### src/rtl/encode_arbiter.sv
// Round-robin arbiter sharing one 128->256 bit encoder among NUM_CH requesters.
// One frame in flight at a time: accept, issue, wait for the codeword (or time out), respond.
module encode_arbiter #(
  parameter int NUM_CH  = 4,
  parameter int TIMEOUT = 64
) (
  input  logic                    clk,
  input  logic                    rst_n,
  input  logic [NUM_CH-1:0]       req_valid,
  input  logic [NUM_CH*128-1:0]   req_data,
  output logic [NUM_CH-1:0]       req_ready,
  output logic [NUM_CH-1:0]       rsp_valid,
  output logic [255:0]            rsp_data,
  output logic [127:0]            enc_data_in,
  output logic                    enc_valid_i,
  input  logic                    enc_ready_o,
  input  logic [255:0]            enc_data_out,
  input  logic                    enc_valid_o,
  output logic [2:0]              grant_id,
  output logic                    busy,
  output logic                    timeout_err
);

  localparam int CW = $clog2(TIMEOUT);

  typedef enum logic [1:0] {IDLE, ISSUE, WAIT, RESP} state_t;

  state_t              r_state;
  logic [2:0]          r_lastGrant;
  logic [2:0]          r_grantId;
  logic [127:0]        r_holdData;
  logic [255:0]        r_rspData;
  logic [NUM_CH-1:0]   r_rspValid;
  logic                r_encValid;
  logic                r_busy;
  logic                r_timeoutErr;
  logic [CW-1:0]       r_waitCnt;

  logic                w_found;
  logic                w_accept;
  logic [2:0]          w_grant;
  logic [3:0]          w_cand;
  logic [7:0]          w_reqPad;
  logic [127:0]        w_chData [8];

  assign w_reqPad = 8'(req_valid);

  // Channels are padded out to 8 so a 3-bit grant index always selects a legal entry.
  for (genvar i = 0; i < 8; i++) begin : g_ch
    if (i < NUM_CH) begin : g_on
      assign w_chData[i] = req_data[i*128 +: 128];
    end else begin : g_off
      assign w_chData[i] = '0;
    end
  end

  // Search upward from the previous owner, wrapping at NUM_CH; first set request wins.
  always_comb begin
    w_found = 1'b0;
    w_grant = '0;
    w_cand  = '0;
    for (int k = 1; k <= NUM_CH; k++) begin
      w_cand = 4'(r_lastGrant) + 4'(k);
      if (w_cand >= 4'(NUM_CH)) begin
        w_cand = w_cand - 4'(NUM_CH);
      end
      if (!w_found && w_reqPad[w_cand[2:0]]) begin
        w_found = 1'b1;
        w_grant = w_cand[2:0];
      end
    end
  end

  assign w_accept  = (r_state == IDLE) && enc_ready_o && w_found;
  assign req_ready = w_accept ? (NUM_CH'(1) << w_grant) : '0;

  // A codeword arriving outside WAIT is never looked at, so late or stray strobes are dropped.
  always_ff @(posedge clk or negedge rst_n) begin
    if (!rst_n) begin
      r_state      <= IDLE;
      r_lastGrant  <= 3'(NUM_CH - 1);
      r_grantId    <= '0;
      r_holdData   <= '0;
      r_rspData    <= '0;
      r_rspValid   <= '0;
      r_encValid   <= 1'b0;
      r_busy       <= 1'b0;
      r_timeoutErr <= 1'b0;
      r_waitCnt    <= '0;
    end else begin
      case (r_state)
        IDLE: begin
          r_rspValid   <= '0;
          r_timeoutErr <= 1'b0;
          if (w_accept) begin
            r_holdData  <= w_chData[w_grant];
            r_grantId   <= w_grant;
            r_lastGrant <= w_grant;
            r_encValid  <= 1'b1;
            r_busy      <= 1'b1;
            r_state     <= ISSUE;
          end
        end
        ISSUE: begin
          r_encValid <= 1'b0;
          r_waitCnt  <= '0;
          r_state    <= WAIT;
        end
        WAIT: begin
          if (enc_valid_o) begin
            r_rspData  <= enc_data_out;
            r_rspValid <= NUM_CH'(1) << r_grantId;
            r_state    <= RESP;
          end else if (r_waitCnt == CW'(TIMEOUT - 1)) begin
            r_timeoutErr <= 1'b1;
            r_busy       <= 1'b0;
            r_state      <= IDLE;
          end else begin
            r_waitCnt <= r_waitCnt + 1'b1;
          end
        end
        RESP: begin
          r_rspValid <= '0;
          r_busy     <= 1'b0;
          r_state    <= IDLE;
        end
        default: begin
          r_state <= IDLE;
        end
      endcase
    end
  end

  assign rsp_valid   = r_rspValid;
  assign rsp_data    = r_rspData;
  assign enc_data_in = r_holdData;
  assign enc_valid_i = r_encValid;
  assign grant_id    = r_grantId;
  assign busy        = r_busy;
  assign timeout_err = r_timeoutErr;

endmodule
### config.mk
export PLATFORM = sky130hd
export DESIGN_NAME = encode_arbiter
export DESIGN_NICKNAME = d
export VERILOG_FILES = /design/src/rtl/encode_arbiter.sv
export SDC_FILE = /design/constraint.sdc
export NUM_CORES = 1
export LEC_CHECK = 0
export BUFFER_PORTS_ARGS = -buffer_cell sky130_fd_sc_hd__buf_2
export CAP_MARGIN = 10
export CORE_AREA = 2 2 457 459
export CTS_CLUSTER_DIAMETER = 120
export DETAILED_ROUTE_END_ITERATION = 8
export DIE_AREA = 0 0 459 461
export GPL_TIMING_DRIVEN = 0
export REMOVE_ABC_BUFFERS = 1
export SLEW_MARGIN = 10
export SYNTH_ARGS = -nofsm -noshare
export SYNTH_HDL_FRONTEND = slang
export SYNTH_SLANG_ARGS = --single-unit
### constraint.sdc
create_clock -name clk -period 4.95 [get_ports clk]
set_clock_uncertainty 0.1 [all_clocks]
set_input_delay 0.2475 -clock clk [delete_from_list [all_inputs] [get_ports clk]]
set_output_delay 0.2475 -clock clk [all_outputs]
set_load 0.01 [all_outputs]
=== Word level (Yosys, flattened, before mapping) ===
Cells that the tools add are included.

* Bitwise gates (word level): 1
* $add $sub $neg: 9
* Muxes and demuxes: 41
* Magnitude comparators: 9
* Reductions and logical operators: 23
* Shifts and indexed selects: 2
* Eq/ne operators: 10

{| class="wikitable"
|+ Operators with widths
! kind !! count
|-
| $bmux W128 S3 || 1
|-
| $mux W128 || 2
|-
| $mux W3 || 8
|-
| $ge A4 B3 Y1 const B || 4
|-
| $lt A3 B4 Y1 const B || 4
|-
| $mux W1 || 13
|-
| $bmux W1 S3 || 4
|-
| $mux W6 || 2
|-
| $pmux W6 S2 || 1
|-
| $sub A3 B3 Y3 const B || 4
|-
| $ne A2 B2 Y1 const B || 5
|-
| $reduce_and A2 Y1 || 5
|-
| $add A3 B2 Y4 const B || 2
|-
| $mux W4 || 2
|-
| $pmux W2 S4 || 1
|-
| $pmux W4 S2 || 1
|-
| $reduce_bool A2 Y1 || 4
|-
| $shl A1 B3 Y4 const A || 2
|-
| $add A6 B1 Y6 const B || 1
|-
| $eq A6 B6 Y1 const B || 1
|-
| $mux W2 || 3
|-
| $reduce_and A3 Y1 || 2
|-
| $logic_and A1 B1 Y1 || 5
|-
| $add A3 B1 Y4 const B || 1
|-
| 13 further kinds || 17
|}

* Flip-flop bits (word level): 405
* Output and inout port bits: 398
* Word-level logic and storage cells: 105
* Input port bits: 776

=== Logic depth before layout (Yosys ltp) ===
* Word-level depth: 19
* Gate-level depth with buffers: 12
* Depth with buffers taken out: 8

=== Worst setup path after synthesis ===
No wires, ideal clock.

* Kind: register -> output
* Start point: register r_lastGrant[0]
* End point: output port req_ready[2]
* Data required time: 4.603 ns
* Path buffers: 4
* Slack: 1.096 ns
* Data arrival time: 3.506 ns
* Cell stages (with the launch flop): 12
* Cells stage by stage: dfstp_2 buf_2 inv_1 ha_1 mux4_2 or3_1 a221o_1 buf_2 a221o_1 buf_4 buf_6 nor2_1

* Cells in the longest elaborated chain, start to end: 17
* Elaborated cells on any way between the ends: 41
* Classes of those cells: 8 x add/sub; 4 x order compare; 1 x shift; 21 x mux; 7 x reduce/logical

{| class="wikitable"
|+ Ends and longest elaborated chain
! element !! RTL line !! RTL
|-
| from (decl) || 29 || <nowiki>logic [2:0] r_lastGrant;</nowiki>
|-
| from (signal assigned) || 81 || <nowiki>r_lastGrant <= 3'(NUM_CH - 1);</nowiki>
|-
| from (signal assigned) || 98 || <nowiki>r_lastGrant <= w_grant;</nowiki>
|-
| $add A3 B1 Y4 || 63 || <nowiki>w_cand = 4'(r_lastGrant) + 4'(k);</nowiki>
|-
| $ge A4 B3 Y1 / $sub A3 B3 Y3 (equally long branches) || 64, 65 ||
|-
| $mux W3 || 64 || <nowiki>if (w_cand >= 4'(NUM_CH)) begin</nowiki>
|-
| $bmux W1 S3 || 67 || <nowiki>if (!w_found && w_reqPad[w_cand[2:0]]) begin</nowiki>
|-
| $mux W1 (implied by the code) || 67 ||
|-
| $mux W1 || 67 ||
|-
| $logic_not A1 Y1 || 67 ||
|-
| $logic_and A1 B1 Y1 || 67 ||
|-
| $mux W1 || 67 ||
|-
| $logic_not A1 Y1 || 67 ||
|-
| $logic_and A1 B1 Y1 || 67 ||
|-
| $mux W1 || 67 ||
|-
| $logic_not A1 Y1 || 67 ||
|-
| $logic_and A1 B1 Y1 || 67 ||
|-
| $mux W3 / $mux W1 (equally long branches) || 67 ||
|-
| $shl A1 B3 Y4 / $logic_and A1 B1 Y1 (equally long branches) || 75, 74 ||
|-
| $mux W4 (*) || 75 || <nowiki>assign req_ready = w_accept ? (NUM_CH'(1) << w_grant) : '0;</nowiki>
|-
| to (decl) || 11 || <nowiki>output logic [NUM_CH-1:0] req_ready,</nowiki>
|}

Every way passes the cells marked *; elsewhere a longest branch is shown, timed or not. The select of a mux whose other input is x is not followed.

=== Worst setup path after layout ===
* Start point: register r_lastGrant[1]
* End point: register r_holdData[106], in the netlist enc_data_in[106]

* Cells in the longest elaborated chain, start to end: 19
* Elaborated cells on any way between the ends: 44
* Classes of those cells: 8 x add/sub; 4 x order compare; 23 x mux; 1 x bitwise; 8 x reduce/logical

{| class="wikitable"
|+ Ends and longest elaborated chain
! element !! RTL line !! RTL
|-
| $add A3 B1 Y4 || 63 ||
|-
| $ge A4 B3 Y1 / $sub A3 B3 Y3 (equally long branches) || 64, 65 ||
|-
| $mux W3 || 64 ||
|-
| $bmux W1 S3 || 67 ||
|-
| $mux W1 (implied by the code) || 67 ||
|-
| $mux W1 || 67 ||
|-
| $logic_not A1 Y1 || 67 ||
|-
| $logic_and A1 B1 Y1 || 67 ||
|-
| [... 2 more ...] || n/a ||
|-
| $logic_and A1 B1 Y1 || 67 ||
|-
| $mux W1 || 67 ||
|-
| $logic_not A1 Y1 || 67 ||
|-
| $logic_and A1 B1 Y1 || 67 ||
|-
| $mux W3 || 67 ||
|-
| $not A3 Y4 (implied by the code) || 96 || <nowiki>r_holdData <= w_chData[w_grant];</nowiki>
|-
| $bmux W128 S3 || 96 ||
|-
| $mux W128 (implied by the code) (2 in a row) || 96 ||
|-
| to (signal assigned) || 96 ||
|-
| to (decl) || 31 || <nowiki>logic [127:0] r_holdData;</nowiki>
|}

Parallel ways exist; a longest one is shown, timed or not. The select of a mux whose other input is x is not followed.
A chain may end at the register's enable or synchronous reset.

==> impl_results.md <==
* Max-slew violation total from the final report at 0
* Full die area at 212000 sq um
* Max Freq at slightly above 200 MHz
* Net total in the final layout at 4254
* Standard-cell rows at about 170
* Worst reg2reg path startpoint: r_lastGrant[1]
* Data arrival at the endpoint of the critical path at around 5.3 ns
* Final routed wire length divided by cell count at between 20 and 30 microns
* Final critical-path share of the clock period at a little over nine tenths
* Portion of synthesized cell area occupied by the leading cell type at 51.7%
* Synth area leader: sky130_fd_sc_hd__dfrtp_1
* Total clock sinks at approximately 400
* Data required, critical path at around 5.4 ns
* Cells after Synth at about 1600
* Tightest slew margin relative to the limit at between 30% and 40%
* Critical Path End Type: flop
* Share of synthesized registers carrying an async set or reset at 100%
* Final Wtd Congestion at roughly 1.0
* Post-Place Cells at 5397
* End point of the worst hold path: enc_data_in[118]
* Worst vdd ir at 0.307 mV
* Delay contributed by the slowest stage of the critical path at 0.66 ns
* Worst R2R Setup Slack at 0.08 ns
* Vias in the first global route at between 20000 and 25000
* Avg Synthesized Cell Area at ~12 sq um
* Critical path startpoint category: flop
* Synthesis-to-finish area growth at 100%
* Total congestion overflow after global routing at 0
* Number of maximum-capacitance violations at 0
* Setup Crit Path Kind: flop to flop
* Library cell with the highest instance count after synthesis: sky130_fd_sc_hd__dfrtp_1
* Worst hold margin at 0.0576 ns
* Count of endpoints failing hold in the final timing report at 0
* R2R depth at 11
* Min-Delay Path Class: input port to flop
* Count of H-tree levels built during CTS at 2
* Number of endpoints failing setup at the final stage at 0
* Power after layout at about 15 mW
* Cell Count, Final, Fillers Out at ~6400
* Antenna violations before repair at approximately 190
* Launch instance of the worst min-delay path: req_data[502]
* Most common library cells after synthesis: sky130_fd_sc_hd__dfrtp_1, sky130_fd_sc_hd__mux2_2, sky130_fd_sc_hd__a211oi_1
* Worst-case clock buffer depth at 3
* Area of the core at between 200000 and 250000 sq um
* Capture point of the worst reg-to-reg path: enc_data_in[106]
* Height of the die at about 460 microns
* Timing startpoint of the critical path: r_lastGrant[1]
* Number of I/O port buffers at between 1000 and 1500
* Leakage power at 18.6 nW
* Post-DP HPWL at 143 mm
* Ys Warns at 0
* Worst Path Buf+Inv at 4
* Top area cells in the synthesized netlist: sky130_fd_sc_hd__dfrtp_1, sky130_fd_sc_hd__mux2_2, sky130_fd_sc_hd__a211oi_1
* Chip width at between 400 and 500 microns
* Max FO, Critical Path at between 70 and 80
* TritonCTS Buffers at 60
* Cell Chain, Critical Path: inv_1 > ha_2 > mux4_2 > o21ai_0 > o31a_2 > buf_12 > nand2_8 > buf_16 > a211oi_1 > dlygate4sd3_1 > a211oi_1
* Areal power density over the cells at about 390 nW/um^2
* Most frequent cell on the critical path: sky130_fd_sc_hd__a211oi_1
* Time the final worst path needs with I/O delays and setup at approximately 4.9 ns
* Placement-stage cell area at between 20000 and 30000 sq um
* TritonRoute pass-1 iters at 6
* FILL cells at 22500
* Cell class contributing the biggest share of worst-path delay: buffers and inverters
* Slowest cell on the critical path: sky130_fd_sc_hd__dlygate4sd3_1
* Post-layout util at a little under a fifth
* Synth Cell Area at roughly 19000 sq um
* Worst-Margin Slew at about 0.94 ns
* Non-Filler Cell Area, Final at between 30000 and 40000 sq um
* TritonCTS clock tree: built
* Avg Vias per Cell at 3.67
* Iteration-0 DRC Markers at around 1400
* Clock input transition at the sequential cells of the worst setup and hold paths at ~0.060 ns
* Routed wire length at ~170 mm
* CTS root buffer: sky130_fd_sc_hd__clkbuf_16
* Starting utilization of the core area at 9.43%
* Clock latency of the later-clocked register in the worst-skew pair at roughly 0.73 ns
* Post-detailed-route DRC marker count at 0
* Overall via count from detail_route at 23400
* Number of cells on the worst hold path at 3
* GR Util All Layers at about 16%
* Run status: finished, final reports clean
* Number of synthesized flops with an enable pin at 0
* Dominant register cell in the synthesized netlist: sky130_fd_sc_hd__dfrtp_1
* Maximum number of pins on one net before global-route repair at 110
* Post-synthesis register bit count at about 400
* Layout cell share with drive strength beyond 1 at 46.1%
* Num ports at approximately 1200
* Post-synth cell types at 46
* Wire length of the first global-routing pass at 218 mm
* Part of the Yosys area used for sequential elements at about 52%
* Antenna Violating Nets Remaining at 0
cells in the final DEF (no fill, tap or decap), drive strengths merged, types with 2 or more instances in the layout:
cell	n
diode	149
and3	103
dfstp	2
mux2	258
clkbuf	80
and2	3
a22o	4
clkinvlp	6
a221o	29
nand3	6
o31ai	2
o22ai	3
bufinv	8
mux2i	160
ha	8
dlygate4sd3	706
dfrtp	402
a21oi	7
clkinv	13
nor4	28
xor2	2
nor2	114
buf	1223
nand2b	3
inv	17
a21boi	3
o21ai	9
nand2	43
or2	2
a211oi	257
mux4	2
o211ai	3
registers in the layout, summed over array words and instances (netlist names), 2 cells and up:
| name | count |
|---|---|
| r_lastGrant | 3 |
| grant_id | 2 |
| rsp_valid | 4 |
| r_state | 2 |
| rsp_data | 256 |
| r_waitCnt | 6 |
| enc_data_in | 128 |
layer usage:
layer	track usage, %	part of all wire (%)	vias to the layer above
met1	15.5	34	11200
met3	6.19	10	504
met4	11.4	7.5	64
met5	0.735	0.38	-
li1	-	-	9979
met2	26.3	48	1625
layout make-up:
class                      instances  area (sq um)  share of cell area, %
clock inverter                    33           490                   1.26
inverter                          11          45.0                  0.116
antenna                          149           373                  0.957
multi-input combinational       1064          8920                   22.9
tap                             2704          3380                   8.68
sequential                       404         10100                   26.0
clock buffer                      80          1690                   4.33
timing repair buffer            1929         13900                   35.8
worst reg2reg max path, delay by kind of cell, from the launching register on:
family / cells / cell delay (ns)
fa+ha+maj: 1 / 0.40
compound gates: 4 / 1.29
flops: 1 / 0.60
mux: 1 / 0.59
simple gates: 1 / 0.38
buf+inv: 4 / 1.34
kinds of logic (layout without fill, tap and decap cells):
logic type	count (synthesis)	count (layout)	share of synthesized area, %
DFF	404	404	52.0
xor gates and xnor gates	3	3	0.135
buffers and inverters	150	2053	3.32
other	0	149	0
muxes	420	420	23.4
adders and majority gates	8	8	0.514
and+or+nand+nor	306	306	7.77
AOI/OAI and AO/OA	327	327	12.9
through the flow:
stage | worst slack, ns | setup TNS [ns]
final | 0.0835 | 0
after global routing | -0.0229 | -0.0406
after CTS | 0.000779 | 0
after detailed placement | -0.527 | -10.03
after global placement | -21.28 | -6221.23
after floorplan | -5.07 | -1216.05
power breakdown:
group / switching [mW] / internal [mW] / total (mW) / leakage (nW)
Sequential: 0.534 / 4.40 / 4.93 / 5.10
Combinational: 2.92 / 2.37 / 5.29 / 12.4
Clock: 1.95 / 2.84 / 4.79 / 1.05
Total: 5.40 / 9.61 / 15.0 / 18.6
worst max-delay path by stage:
| stage | cells past startpoint | endpoint | slack, ns |
|---|---|---|---|
| 3_5_place_dp | 10 | enc_data_in[45] | -0.53 |
| 5_1_grt | 11 | enc_data_in[106] | -0.02 |
| 4_1_cts | 10 | req_ready[2] | 0.0008 |
| 3_3_place_gp | 8 | enc_data_in[123] | -21.28 |
| 2_1_floorplan | 8 | enc_data_in[0] | -5.07 |
| 6_report | 11 | enc_data_in[106] | 0.08 |
timing repair:
| action | CTS | global route |
|---|---|---|
| hold endpoints to repair | 477 | 0 |
| pin swaps | 2 | 2 |
| gates resized for setup | 13 | 3 |
| hold buffers | 706 | 0 |
| setup endpoints to repair | 92 | 58 |
| buffers inserted | 5 | 4 |
Note: power is estimated with default switching activity, not from simulation.
